## src/rtl/mac_seq_ctrl_pkg.sv

```systemverilog
// Shared types and width constants for the MAC sequencer slice.
package mac_ctrl_pkg;

   localparam int DEF_LEN_DATA_IN  = 8;
   localparam int DEF_LEN_WEIGHT   = 8;
   localparam int DEF_LEN_DATA_OUT = 18;
   localparam int DEF_LEN_ADDR     = 6;

   typedef enum logic [1:0] {
      ST_IDLE  = 2'd0,
      ST_FETCH = 2'd1,
      ST_DRAIN = 2'd2,
      ST_DONE  = 2'd3
   } state_t;

   // Full-precision signed product width.
   function automatic int prod_width(input int len_a, input int len_b);
      return len_a + len_b;
   endfunction

endpackage

```

## src/rtl/mac_seq_ctrl_if.sv

```systemverilog
// Command, operand-memory and result handshake bundle for mac_seq_ctrl.
interface mac_seq_ctrl_if
   import mac_ctrl_pkg::*;
#(
   parameter int LEN_DATA_IN  = DEF_LEN_DATA_IN,
   parameter int LEN_WEIGHT   = DEF_LEN_WEIGHT,
   parameter int LEN_DATA_OUT = DEF_LEN_DATA_OUT,
   parameter int LEN_ADDR     = DEF_LEN_ADDR
);

   logic                            START;
   logic [LEN_ADDR-1:0]             VEC_LEN;
   logic [LEN_ADDR-1:0]             BASE_ADDR_D;
   logic [LEN_ADDR-1:0]             BASE_ADDR_W;
   logic                            BUSY;
   logic                            RD_EN;
   logic [LEN_ADDR-1:0]             RD_ADDR_D;
   logic [LEN_ADDR-1:0]             RD_ADDR_W;
   logic signed [LEN_DATA_IN-1:0]   DATA_IN;
   logic signed [LEN_WEIGHT-1:0]    WEIGHT_INPUT;
   logic signed [LEN_DATA_OUT-1:0]  RESULT;
   logic                            OVF;
   logic                            RESULT_VALID;
   logic                            RESULT_READY;

   modport slave (
      input  START, VEC_LEN, BASE_ADDR_D, BASE_ADDR_W,
      input  DATA_IN, WEIGHT_INPUT, RESULT_READY,
      output BUSY, RD_EN, RD_ADDR_D, RD_ADDR_W,
      output RESULT, OVF, RESULT_VALID
   );

   modport master (
      output START, VEC_LEN, BASE_ADDR_D, BASE_ADDR_W,
      output DATA_IN, WEIGHT_INPUT, RESULT_READY,
      input  BUSY, RD_EN, RD_ADDR_D, RD_ADDR_W,
      input  RESULT, OVF, RESULT_VALID
   );

endinterface

```

## src/rtl/mac_seq_ctrl_acc.sv

```systemverilog
// Signed multiply-accumulate register with synchronous clear/enable and
// sticky two's-complement overflow detection.
module mac_acc_unit
   import mac_ctrl_pkg::*;
#(
   parameter int LEN_DATA_IN  = DEF_LEN_DATA_IN,
   parameter int LEN_WEIGHT   = DEF_LEN_WEIGHT,
   parameter int LEN_DATA_OUT = DEF_LEN_DATA_OUT
)(
   input  logic                           CLK,
   input  logic                           ASYNC_RST,
   input  logic                           i_clr,
   input  logic                           i_en,
   input  logic signed [LEN_DATA_IN-1:0]  i_data,
   input  logic signed [LEN_WEIGHT-1:0]   i_weight,
   output logic signed [LEN_DATA_OUT-1:0] o_acc,
   output logic                           o_ovf
);

   localparam int LEN_PROD = prod_width(LEN_DATA_IN, LEN_WEIGHT);

   logic signed [LEN_PROD-1:0]     w_prod;
   logic signed [LEN_DATA_OUT-1:0] w_addend;
   logic signed [LEN_DATA_OUT-1:0] w_sum;
   logic                           w_add_ovf;
   logic signed [LEN_DATA_OUT-1:0] r_acc;
   logic                           r_ovf;

   assign w_prod   = LEN_PROD'(i_data) * LEN_PROD'(i_weight);
   assign w_addend = LEN_DATA_OUT'(w_prod);
   assign w_sum    = r_acc + w_addend;
   // Overflow: both addends share a sign that the wrapped sum does not.
   assign w_add_ovf = (r_acc[LEN_DATA_OUT-1] == w_addend[LEN_DATA_OUT-1]) &&
                      (w_sum[LEN_DATA_OUT-1] != r_acc[LEN_DATA_OUT-1]);

   always_ff @(posedge CLK or posedge ASYNC_RST) begin
      if (ASYNC_RST) begin
         r_acc <= '0;
         r_ovf <= 1'b0;
      end else if (i_clr) begin
         r_acc <= '0;
         r_ovf <= 1'b0;
      end else if (i_en) begin
         r_acc <= w_sum;
         r_ovf <= r_ovf | w_add_ovf;
      end
   end

   assign o_acc = r_acc;
   assign o_ovf = r_ovf;

endmodule

```

## src/rtl/mac_seq_ctrl.sv

```systemverilog
// Dot-product sequencer: streams N operand reads, drives the accumulator
// one cycle behind the reads, and hands the sum out on a valid/ready port.
module mac_seq_ctrl
   import mac_ctrl_pkg::*;
#(
   parameter int LEN_DATA_IN  = DEF_LEN_DATA_IN,
   parameter int LEN_WEIGHT   = DEF_LEN_WEIGHT,
   parameter int LEN_DATA_OUT = DEF_LEN_DATA_OUT,
   parameter int LEN_ADDR     = DEF_LEN_ADDR
)(
   input  logic          CLK,
   input  logic          ASYNC_RST,
   mac_seq_ctrl_if.slave bus
);

   state_t                         r_state;
   state_t                         w_next;
   logic [LEN_ADDR-1:0]            r_len;
   logic [LEN_ADDR-1:0]            r_cnt;
   logic [LEN_ADDR-1:0]            r_addr_d;
   logic [LEN_ADDR-1:0]            r_addr_w;
   logic                           r_rd_en_d;
   logic                           w_accept;
   logic                           w_rd_en;
   logic                           w_last;
   logic signed [LEN_DATA_OUT-1:0] w_acc;
   logic                           w_ovf;

   assign w_last = (r_cnt == r_len - LEN_ADDR'(1));

   always_ff @(posedge CLK or posedge ASYNC_RST) begin
      if (ASYNC_RST) r_state <= ST_IDLE;
      else           r_state <= w_next;
   end

   always_comb begin
      w_next   = r_state;
      w_accept = 1'b0;
      w_rd_en  = 1'b0;
      case (r_state)
         ST_IDLE: begin
            if (bus.START) begin
               w_accept = 1'b1;
               w_next   = (bus.VEC_LEN == '0) ? ST_DONE : ST_FETCH;
            end
         end
         ST_FETCH: begin
            w_rd_en = 1'b1;
            if (w_last) w_next = ST_DRAIN;
         end
         ST_DRAIN: w_next = ST_DONE;
         ST_DONE: begin
            if (bus.RESULT_READY) w_next = ST_IDLE;
         end
         default: w_next = ST_IDLE;
      endcase
   end

   always_ff @(posedge CLK or posedge ASYNC_RST) begin
      if (ASYNC_RST) begin
         r_len     <= '0;
         r_cnt     <= '0;
         r_addr_d  <= '0;
         r_addr_w  <= '0;
         r_rd_en_d <= 1'b0;
      end else begin
         r_rd_en_d <= w_rd_en;
         if (w_accept) begin
            r_len    <= bus.VEC_LEN;
            r_cnt    <= '0;
            r_addr_d <= bus.BASE_ADDR_D;
            r_addr_w <= bus.BASE_ADDR_W;
         end else if (w_rd_en) begin
            r_cnt    <= r_cnt + LEN_ADDR'(1);
            r_addr_d <= r_addr_d + LEN_ADDR'(1);
            r_addr_w <= r_addr_w + LEN_ADDR'(1);
         end
      end
   end

   // Memories have fixed 1-cycle latency, so the delayed read strobe marks valid operands.
   mac_acc_unit #(
      .LEN_DATA_IN  (LEN_DATA_IN),
      .LEN_WEIGHT   (LEN_WEIGHT),
      .LEN_DATA_OUT (LEN_DATA_OUT)
   ) u_acc (
      .CLK       (CLK),
      .ASYNC_RST (ASYNC_RST),
      .i_clr     (w_accept),
      .i_en      (r_rd_en_d),
      .i_data    (bus.DATA_IN),
      .i_weight  (bus.WEIGHT_INPUT),
      .o_acc     (w_acc),
      .o_ovf     (w_ovf)
   );

   assign bus.BUSY         = (r_state != ST_IDLE);
   assign bus.RD_EN        = w_rd_en;
   assign bus.RD_ADDR_D    = r_addr_d;
   assign bus.RD_ADDR_W    = r_addr_w;
   assign bus.RESULT       = w_acc;
   assign bus.OVF          = w_ovf;
   assign bus.RESULT_VALID = (r_state == ST_DONE);

endmodule
```

## src/flat_wrapper.sv

```systemverilog
// flat-port wrapper written by rule: the top's interface ports become plain ports
module mac_seq_ctrl_flat import mac_ctrl_pkg::*;
#(
   parameter int LEN_DATA_IN  = DEF_LEN_DATA_IN,
   parameter int LEN_WEIGHT   = DEF_LEN_WEIGHT,
   parameter int LEN_DATA_OUT = DEF_LEN_DATA_OUT,
   parameter int LEN_ADDR     = DEF_LEN_ADDR
)
  (CLK, ASYNC_RST, bus_START, bus_VEC_LEN, bus_BASE_ADDR_D, bus_BASE_ADDR_W, bus_DATA_IN, bus_WEIGHT_INPUT, bus_RESULT_READY, bus_BUSY, bus_RD_EN, bus_RD_ADDR_D, bus_RD_ADDR_W, bus_RESULT, bus_OVF, bus_RESULT_VALID);
  mac_seq_ctrl_if #(.LEN_DATA_IN(LEN_DATA_IN), .LEN_WEIGHT(LEN_WEIGHT), .LEN_DATA_OUT(LEN_DATA_OUT), .LEN_ADDR(LEN_ADDR)) bus_i ();
  input  logic CLK;
  input  logic ASYNC_RST;
  input wire logic [$bits(bus_i.START)-1:0] bus_START;
  input wire logic [$bits(bus_i.VEC_LEN)-1:0] bus_VEC_LEN;
  input wire logic [$bits(bus_i.BASE_ADDR_D)-1:0] bus_BASE_ADDR_D;
  input wire logic [$bits(bus_i.BASE_ADDR_W)-1:0] bus_BASE_ADDR_W;
  input wire logic [$bits(bus_i.DATA_IN)-1:0] bus_DATA_IN;
  input wire logic [$bits(bus_i.WEIGHT_INPUT)-1:0] bus_WEIGHT_INPUT;
  input wire logic [$bits(bus_i.RESULT_READY)-1:0] bus_RESULT_READY;
  output wire logic [$bits(bus_i.BUSY)-1:0] bus_BUSY;
  output wire logic [$bits(bus_i.RD_EN)-1:0] bus_RD_EN;
  output wire logic [$bits(bus_i.RD_ADDR_D)-1:0] bus_RD_ADDR_D;
  output wire logic [$bits(bus_i.RD_ADDR_W)-1:0] bus_RD_ADDR_W;
  output wire logic [$bits(bus_i.RESULT)-1:0] bus_RESULT;
  output wire logic [$bits(bus_i.OVF)-1:0] bus_OVF;
  output wire logic [$bits(bus_i.RESULT_VALID)-1:0] bus_RESULT_VALID;
  assign bus_i.START = bus_START;
  assign bus_i.VEC_LEN = bus_VEC_LEN;
  assign bus_i.BASE_ADDR_D = bus_BASE_ADDR_D;
  assign bus_i.BASE_ADDR_W = bus_BASE_ADDR_W;
  assign bus_i.DATA_IN = bus_DATA_IN;
  assign bus_i.WEIGHT_INPUT = bus_WEIGHT_INPUT;
  assign bus_i.RESULT_READY = bus_RESULT_READY;
  assign bus_BUSY = bus_i.BUSY;
  assign bus_RD_EN = bus_i.RD_EN;
  assign bus_RD_ADDR_D = bus_i.RD_ADDR_D;
  assign bus_RD_ADDR_W = bus_i.RD_ADDR_W;
  assign bus_RESULT = bus_i.RESULT;
  assign bus_OVF = bus_i.OVF;
  assign bus_RESULT_VALID = bus_i.RESULT_VALID;
  mac_seq_ctrl #(.LEN_DATA_IN(LEN_DATA_IN), .LEN_WEIGHT(LEN_WEIGHT), .LEN_DATA_OUT(LEN_DATA_OUT), .LEN_ADDR(LEN_ADDR)) u_core (.CLK(CLK), .ASYNC_RST(ASYNC_RST), .bus(bus_i));
endmodule
```

## config.mk

```make
export PLATFORM = sky130hd
export DESIGN_NAME = mac_seq_ctrl_flat
export DESIGN_NICKNAME = d
export VERILOG_FILES = /design/src/rtl/mac_seq_ctrl_pkg.sv /design/src/rtl/mac_seq_ctrl_if.sv /design/src/rtl/mac_seq_ctrl_acc.sv /design/src/rtl/mac_seq_ctrl.sv /design/src/flat_wrapper.sv
export SDC_FILE = /design/constraint.sdc
export NUM_CORES = 1
export LEC_CHECK = 0
export CAP_MARGIN = 40
export CORE_MARGIN = 3
export CORE_UTILIZATION = 57
export CTS_CLUSTER_SIZE = 8
export DETAILED_ROUTE_END_ITERATION = 7
export HOLD_SLACK_MARGIN = 0.02
export PLACE_DENSITY = 0.83
export SYNTH_ARGS = -nofsm -noshare
export SYNTH_HDL_FRONTEND = slang
export SYNTH_SLANG_ARGS = --single-unit
```

## constraint.sdc

```tcl
create_clock -name CLK -period 3 [get_ports CLK]
set_clock_uncertainty 0.2 [all_clocks]
set_input_delay 0.45 -clock CLK [delete_from_list [all_inputs] [get_ports CLK]]
set_output_delay 0.45 -clock CLK [all_outputs]
set_load 0.005 [all_outputs]
```

Word-level counts from Yosys, hierarchy flattened. Cells that the tools add are included.

Output and inout bits: 34. Word-level logic and storage cells: 49. Bits in registers: 46.

Bitwise operators: 1. Reduce and logical (&&, ||, !) cells: 7. $mul: 1. Mux-type cells: 18. Add/sub/neg operators: 5. Equality and inequality tests: 9.

Operator list (count): 2-to-1 mux 18 bit (2); 2-to-1 mux 6 bit (6); adder 18 x 16 -> 18 bit (1); adder 6 x 1 -> 6 bit (second input constant) (3); multiplier 8 x 8 -> 16 bit (1); 2-to-1 mux 2 bit (4); case mux 2 bit (4 select lines) (1); == test 6 bit (1); logical NOT 6 bit (1); nonzero test 2 bit (3); subtractor 6 x 1 -> 6 bit (second input constant) (1); 2-to-1 mux 1 bit (5); == test 2 bit (second input constant) (2); inequality test 2 bit (second input constant) (2); AND reduction 3 bit (1); == test 2 x 1 -> 1 bit (second input constant) (1); logical NOT 2 bit (1); inequality test 2 x 1 -> 1 bit (second input constant) (1); == test 1 bit (1); logical AND 1 bit (1); inequality test 1 bit (1); bitwise OR 1 bit (1).

Depth between registers and ports, before layout. Gate-level depths: netlist of the first run.

Word-level depth: 7. Depth in mapped cells: 25.

Hierarchy. From an unflattened synthesis of the first run, not the netlist that was laid out.

Cells, all modules: 650. Area total of the unflattened synthesis: 5701.7 um^2.

Modules (own cells, without submodules): mac_acc_unit (times used 1, area an instance 4191.5 um^2, cells an instance 483); mac_seq_ctrl (times used 1, area an instance 1510.2 um^2, cells an instance 167).

Worst setup path before layout of the first run. No wires, ideal clock.

Path kind: in2reg. From: in bus_WEIGHT_INPUT[3]. To: reg u_core.u_acc.r_acc[17], in the netlist u_core.u_acc.o_acc[17]. Stages: 23. Required time: 2.721 ns. Arrival: 5.613 ns. Setup slack: -2.893 ns. Buffers on the path: 0. Cells stage by stage: and2_1 > fa_1 > inv_1 > fa_1 > inv_1 > fa_1 > inv_1 > fa_1 > inv_1 > ha_1 > a21oi_1 > inv_1 > a21oi_1 > nand2_1 > xor2_1 > ha_1 > nand3_2 > or2_1 > o221a_1 > a31o_1 > or2_0 > mux2i_1 > mux2i_1.

Cells in the longest elaborated chain, start to end: 4.

Ends and longest elaborated chain: start: declaration (RTL line flat_wrapper.sv:18) `input wire logic [$bits(bus_i.WEIGHT_INPUT)-1:0] bus_WEIGHT_INPUT;`; multiplier 8 x 8 -> 16 bit (RTL line mac_seq_ctrl_acc.sv:29) `assign w_prod = LEN_PROD'(i_data) * LEN_PROD'(i_weight);`; adder 18 x 16 -> 18 bit (RTL line mac_seq_ctrl_acc.sv:31) `assign w_sum = r_acc + w_addend;`; 2-to-1 mux 18 bit (RTL line mac_seq_ctrl_acc.sv:43) `end else if (i_en) begin`; 2-to-1 mux 18 bit (RTL line mac_seq_ctrl_acc.sv:40) `end else if (i_clr) begin`; end signal: assignment (RTL line mac_seq_ctrl_acc.sv:44) `r_acc <= w_sum;`; end: declaration (RTL line mac_seq_ctrl_acc.sv:26) `logic signed [LEN_DATA_OUT-1:0] r_acc;`.

Every way passes these cells. The select of a mux whose other input is x is not followed. A chain may end at the register's enable or synchronous reset.

Worst setup path in the final report of the first run.
From: in bus_DATA_IN[6]. To: reg u_core.u_acc.r_ovf, in the netlist u_core.u_acc.o_ovf.

Cells in the longest elaborated chain, start to end: 7. Elaborated cells on any way between the ends: 8. Classes of those cells: add/sub: 1; mul: 1; eq/ne: 2; mux: 2; bitwise: 1; reduce/logical: 1.

Ends and longest elaborated chain: start: declaration (RTL line flat_wrapper.sv:17) `input wire logic [$bits(bus_i.DATA_IN)-1:0] bus_DATA_IN;`; multiplier 8 x 8 -> 16 bit (*) (RTL line mac_seq_ctrl_acc.sv:29); adder 18 x 16 -> 18 bit (RTL line mac_seq_ctrl_acc.sv:31); inequality test 1 bit (RTL line mac_seq_ctrl_acc.sv:34) `(w_sum[LEN_DATA_OUT-1] != r_acc[LEN_DATA_OUT-1]);`; logical AND 1 bit (*) (RTL line mac_seq_ctrl_acc.sv:33) `assign w_add_ovf = (r_acc[LEN_DATA_OUT-1] == w_addend[LEN_DATA_OUT-1]) &&`; bitwise OR 1 bit (*) (RTL line mac_seq_ctrl_acc.sv:45) `r_ovf <= r_ovf | w_add_ovf;`; 2-to-1 mux 1 bit (*) (RTL line mac_seq_ctrl_acc.sv:43); 2-to-1 mux 1 bit (*) (RTL line mac_seq_ctrl_acc.sv:40); end signal: assignment (RTL line mac_seq_ctrl_acc.sv:45); end: declaration (RTL line mac_seq_ctrl_acc.sv:27) `logic r_ovf;`.

Mark *: on every way between the ends. The rest lies on a longest branch, timed or not. The select of a mux whose other input is x is not followed.

==> results.sh, run 1 <==
export IMPL_dieHeight_um=104
export IMPL_die_area_um2=10900
export IMPL_area_growth_pct=44.4
export IMPL_via_count=5692
export IMPL_seq_area_frac_synth_pct=20.9
export IMPL_synth_edf_count=0
export IMPL_ys_flop_type="dfrtp_1"
export IMPL_grt_max_degree=47
export IMPL_fmax_ghz=0.168
export IMPL_yosys_warnings=0
export IMPL_grt_busiest_layer="met2"
export IMPL_root_buffer="clkbuf_8"
export IMPL_rsz0062_at_grt="true"
export IMPL_cap_viol_max_count=0
export IMPL_met1_usage_pct=34.3
export IMPL_core_area_um2=9330
export IMPL_use_met2_pct=52.4
export IMPL_fin_cells=937
export IMPL_clkTransAtPathRegs_ns=0.12
export IMPL_io_buffers=71
export IMPL_gr_usage_all_layers_pct=28.9
export IMPL_min_period_ns=5.96
export IMPL_status="finished, violations left"
export IMPL_crit_path_max_fanout=8
export IMPL_grt_ovfl_total=0
export IMPL_diodes=0
export IMPL_drc_errors=0
export IMPL_hpwl_um=11300
export IMPL_setup_viol=16
export IMPL_routabilityCongestion=0.914
export IMPL_grt_pass1_wl_um=26000
export IMPL_maxSlewHeadroom_pct=59.7
export IMPL_routed_via_density=6.07
export IMPL_worstSkewPairLatency_ns=0.32
export IMPL_num_rows=35
export IMPL_nets=956
export IMPL_required_ns=3.01
export IMPL_min_period_over_period_pct=199
export IMPL_placed_cells=911
export IMPL_finalMaxSlewViolations=0
export IMPL_drtPass1Iterations=5
export IMPL_htree_levels=2
export IMPL_hold_start="u_core.r_len[5]"
export IMPL_cp_slowest_stage_delay_ns=0.58
export IMPL_first_global_vias=5688
export IMPL_ant_nets=0
export IMPL_crit_path_top_delay_cell="fa_1"
export IMPL_worstMarginPinSlew_ns=0.605
export IMPL_hold_path_class="flip-flop to flip-flop"
export IMPL_setup_ws_ns=-2.96
export IMPL_synth_cell_area_um2=5520
export IMPL_synth_distinct_cells=49
export IMPL_avgSynthCellArea_um2=8.76
export IMPL_critPathLaunchType="input port"
export IMPL_gr_usage_met3_pct=4.90
export IMPL_antenna_found_initial=0
export IMPL_die_x_um=104
export IMPL_violations="negative setup slack"
export IMPL_critPathLaunch="bus_DATA_IN[6]"
export IMPL_drt_initial_drc_count=462
export IMPL_synthesis_nets=779
export IMPL_wirelength_um=19200
export IMPL_ys_ff_latch=46
export IMPL_async_flop_share_pct=100
export IMPL_clockBufferDepth=2
export IMPL_initial_core_util_pct=59.1
export IMPL_cts_tree="built"
export IMPL_cts_buffers=5
export IMPL_drive_gt1_share_pct=32.1
export IMPL_critPathKind="input port to flip-flop"
export IMPL_hold_violations=0
export IMPL_wl_per_cell_um=20.5
export IMPL_arrival_ns=5.97
export IMPL_r2r_start="u_core.u_acc.o_acc[1]"
export IMPL_clock_sinks=46
export IMPL_syn_inst=630
export IMPL_endpoint_kind="flip-flop"
export IMPL_num_io_pins=72
-- worst max-delay path: cells and delay by family --
| kind | cells | cell delay (ns) |
|---|---|---|
| xor+xnor | 1 | 0.15 |
| compound gates | 4 | 0.75 |
| simple gates | 6 | 0.95 |
| fa+ha+maj | 6 | 2.77 |
| mux | 1 | 0.18 |
| buf+inv | 8 | 0.73 |
-- cell type report --
| class | instances | area (um^2) |
|---|---|---|
| Clock inverter | 3 | 43.8 |
| Sequential cell | 46 | 1150 |
| Multi-Input combinational cell | 464 | 4510 |
| Tap cell | 129 | 161 |
| Timing Repair Buffer | 183 | 1620 |
| Fill cell | 460 | 1360 |
| Clock buffer | 5 | 68.8 |
| Inverter | 107 | 410 |
-- metal layers --
layer	share of wire, %	vias up
met5	0	-
met2	50	417
li1	-	2400
met4	6.4	0
met1	35	2736
met3	8.4	139
-- kinds of logic after synthesis --
logic type,count (synthesis),synth area share [%]
AND/OR/NAND/NOR,195,17.8
buffers and inverters,120,8.17
XOR/XNOR,41,6.65
multiplexers,12,2.18
adder cells (fa/ha/maj),111,32.8
AO/OA/AOI/OAI,105,11.5
flip-flops,46,20.9
-- cell usage in the layout (no fill, tap or decap), drive strengths merged, types with 12 or more instances in the layout --
cell type,n
mux2i,12
inv,107
dfrtp,46
nor3,12
ha,55
clkdlybuf4s50,55
fa,56
and2,46
nand2,64
buf,127
a21oi,33
nor2,32
xnor2,23
xor2,18
o21ai,38
-- flip-flops by register name, indices dropped and copies added (netlist names) --
register	count
u_core.bus.RD_ADDR_W	6
u_core.r_len	6
u_core.u_acc.o_acc	18
u_core.r_state	2
u_core.bus.RD_ADDR_D	6
u_core.r_rd_en_d	1
u_core.u_acc.o_ovf	1
u_core.r_cnt	6
-- Yosys cell counts, types with 2 or more instances --
cell type	instances	area (um^2)
o21a_1	2	15.0
a21o_1	6	45.0
nand4_1	8	50.1
nand2b_1	8	50.1
inv_1	107	402
or4_1	2	15.0
or3_1	3	18.8
and2_2	2	15.0
nor2_1	32	120
o21bai_1	4	30.0
nor3_1	12	60.1
o31ai_1	2	15.0
fa_1	56	1120
xnor2_1	22	193
o21ai_1	2	10.0
and2_1	44	275
a21oi_1	32	160
nor2b_1	2	12.5
xor2_1	18	158
a211oi_1	6	45.0
nor4b_1	3	26.3
nand3b_1	5	37.5
nand2_1	64	240
a31oi_1	4	25.0
ha_1	55	688
clkbuf_1	12	45.0
dfrtp_1	46	1150
nand3_1	4	20.0
o21ai_0	35	175
a2111oi_0	2	17.5
mux2i_1	12	120
-- worst paths after layout --
check,cells past startpoint,to,slack [ns]
worst max-delay path,26,u_core.u_acc.o_ovf,-2.96
worst min-delay path,2,u_core.r_len[5],0.32
worst max register to register,10,u_core.u_acc.o_ovf,0.18
worst min register to register,2,u_core.r_len[5],0.32
max in group asynchronous,3,u_core.u_acc.o_acc[17],1.78
min in group asynchronous,3,u_core.u_acc.o_acc[11],0.38
-- per-stage QoR --
step                hold WS [ns]  utilization (%)  setup WS [ns]  area (um^2)  TNS, ns
floorplan                  0.267                -          -2.52         5750   -24.71
detailed placement         0.285             78.0          -3.48         7280   -41.48
finish                     0.317             85.4          -2.96         7970   -31.57
global placement           0.275             78.0          -3.17         7280   -39.08
CTS                        0.306             82.0          -2.67         7650   -28.76
global route               0.346             85.4          -3.09         7970   -33.29
-- repair_timing --
item | 4_1_cts | 5_1_grt
endpoints found under the setup margin | 17 | 16
pin swaps | 50 | 44
setup buffers | 12 | 6
hold buffers | 0 | 0
gates resized for setup | 134 | 68
Power of run 1 is not shown: default switching activity piles up to over one toggle a cycle in this logic, so the estimate is an artifact.
==> inputs of run 2 (changes only) <==
Settings changed: SETUP_SLACK_MARGIN set to 0.5.
==> run 2 against run 1 <==
Effect of this change:
- the flow still finishes with violations (negative setup slack)
- register-to-register slack got worse by 0.18 ns
- critical path type unchanged
- setup slack improved by 0.20 ns
- global-route usage grew 2.4 points
- cell area is 1.5% higher
- critical path depth is the same
- highest routed layer unchanged
- hold slack improved by 0.046 ns
- via count increased by 1.6%
- die area unchanged
==> results.sh, run 2 (synthesis results as in run 1) <==
export IMPL_cts_buffers=5
export IMPL_grt_max_degree=47
export IMPL_nets=955
export IMPL_critPathKind="input port to flip-flop"
export IMPL_ctsHoldBuffers=0
export IMPL_antenna_found_initial=0
export IMPL_maxSlewHeadroom_pct=50.6
export IMPL_clkTransAtPathRegs_ns=0.10
export IMPL_seqCellArea_um2=1150
export IMPL_diodes=0
export IMPL_gr_usage_all_layers_pct=31.3
export IMPL_htree_levels=2
export IMPL_hold_violations=0
export IMPL_endpoint_kind="flip-flop"
export IMPL_final_common_cell="buf_4"
export IMPL_core_area_um2=9330
export IMPL_whs_ns=0.363
export IMPL_grt_pass1_wl_um=27700
export IMPL_routabilityCongestion=0.894
export IMPL_crit_path_frequent_cell="fa_1"
export IMPL_violations="negative setup slack"
export IMPL_initial_core_util_pct=59.1
export IMPL_clock_sinks=46
export IMPL_cp_slowest_stage_delay_ns=0.54
export IMPL_fin_cells=936
export IMPL_ant_nets=0
export IMPL_min_period_over_period_pct=192
export IMPL_fill_cells=434
export IMPL_setup_viol=15
export IMPL_area_growth_pct=46.6
export IMPL_die_area_um2=10900
export IMPL_cap_viol_max_count=0
export IMPL_wirelength_um=20400
export IMPL_clockBufferDepth=2
export IMPL_first_global_vias=5669
export IMPL_wl_per_cell_um=21.8
export IMPL_dieHeight_um=104
export IMPL_root_buffer="clkbuf_8"
export IMPL_placed_cells=909
export IMPL_fmax_ghz=0.173
export IMPL_status="finished, violations left"
export IMPL_required_ns=3.05
export IMPL_finalMaxSlewViolations=0
export IMPL_drt_initial_drc_count=499
export IMPL_io_buffers=71
export IMPL_setup_ws_ns=-2.76
export IMPL_rsz0062_at_grt="true"
export IMPL_num_io_pins=72
export IMPL_drc_errors=0
export IMPL_critPathLaunchType="input port"
export IMPL_grt_ovfl_total=0
export IMPL_num_rows=35
export IMPL_die_x_um=104
export IMPL_hold_path_class="flip-flop to flip-flop"
export IMPL_routed_via_density=6.18
export IMPL_crit_path_top_delay_cell="fa_1"
export IMPL_worstMarginPinSlew_ns=0.733
export IMPL_worstSkewPairLatency_ns=0.32
export IMPL_hpwl_um=11200
export IMPL_multi_input_area_um2=4640
export IMPL_largest_reg_flops=18
export IMPL_cts_tree="built"
export IMPL_drtPass1Iterations=5
export IMPL_crit_family="adder cells"
export IMPL_crit_buf_inv=5
export IMPL_arrival_ns=5.81
export IMPL_crit_path_max_fanout=6
export IMPL_drive_gt1_share_pct=34.6
export IMPL_min_period_ns=5.76
export IMPL_layout_common_cells="95 x buf_4, 80 x inv_1, 59 x nand2_1"
export IMPL_via_count=5785
run 2: per-layer routing:
| layer | GRT usage, % | share of wire (%) |
|---|---|---|
| met1 | 37.6 | 35 |
| met2 | 54.2 | 49 |
| met3 | 5.46 | 8.4 |
| met4 | 15.0 | 7.4 |
| met5 | 0 | 0 |
run 2: cell type report:
class	count	share of cell area [%]
multi-input cells	464	57.3
repair buffers	182	20.0
flip-flops and latches	46	14.2
inverters	107	5.04
well taps	129	2.00
clock buffers	6	0.897
clock inverters	2	0.464
run 2: worst paths after layout:
path / slack [ns] / from / endpoint / depth (start not counted)
min: 0.36 / u_core.r_len[5] / u_core.r_len[5] / 2
max in group asynchronous: 1.77 / ASYNC_RST / u_core.u_acc.o_acc[17] / 3
min reg2reg: 0.36 / u_core.r_len[5] / u_core.r_len[5] / 2
max reg2reg: 0 / u_core.u_acc.o_acc[0] / u_core.u_acc.o_acc[9] / 10
max: -2.76 / bus_WEIGHT_INPUT[4] / u_core.u_acc.o_ovf / 26
min in group asynchronous: 0.42 / ASYNC_RST / u_core.bus.RD_ADDR_D[3] / 3
run 2: tightest hold or removal path: stages, from the launching register on:
cell	delay, ns
dfrtp_1	0.38
nand2_1	0.07
nand2_1	0.08
run 2: timing repair:
| action | in CTS | in global routing |
|---|---|---|
| gates cloned | 0 | 0 |
| resized for setup | 155 | 56 |
| setup endpoints to repair | 17 | 19 |
| setup buffers | 10 | 9 |
| pin swaps | 72 | 37 |
| endpoints found under the hold margin | 0 | 0 |
run 2: stage by stage:
| stage | setup WS [ns] | cell area, um^2 | TNS [ns] | util (%) |
|---|---|---|---|---|
| floorplan | -2.52 | 5810 | -24.71 | - |
| global placement | -3.16 | 7320 | -38.60 | 78.5 |
| detailed placement | -3.48 | 7320 | -41.29 | 78.5 |
| CTS | -2.54 | 7780 | -27.27 | 83.4 |
| global route | -2.92 | 8090 | -32.89 | 86.7 |
| finish | -2.76 | 8090 | -31.06 | 86.7 |
Power of run 2 is left out for the same reason.
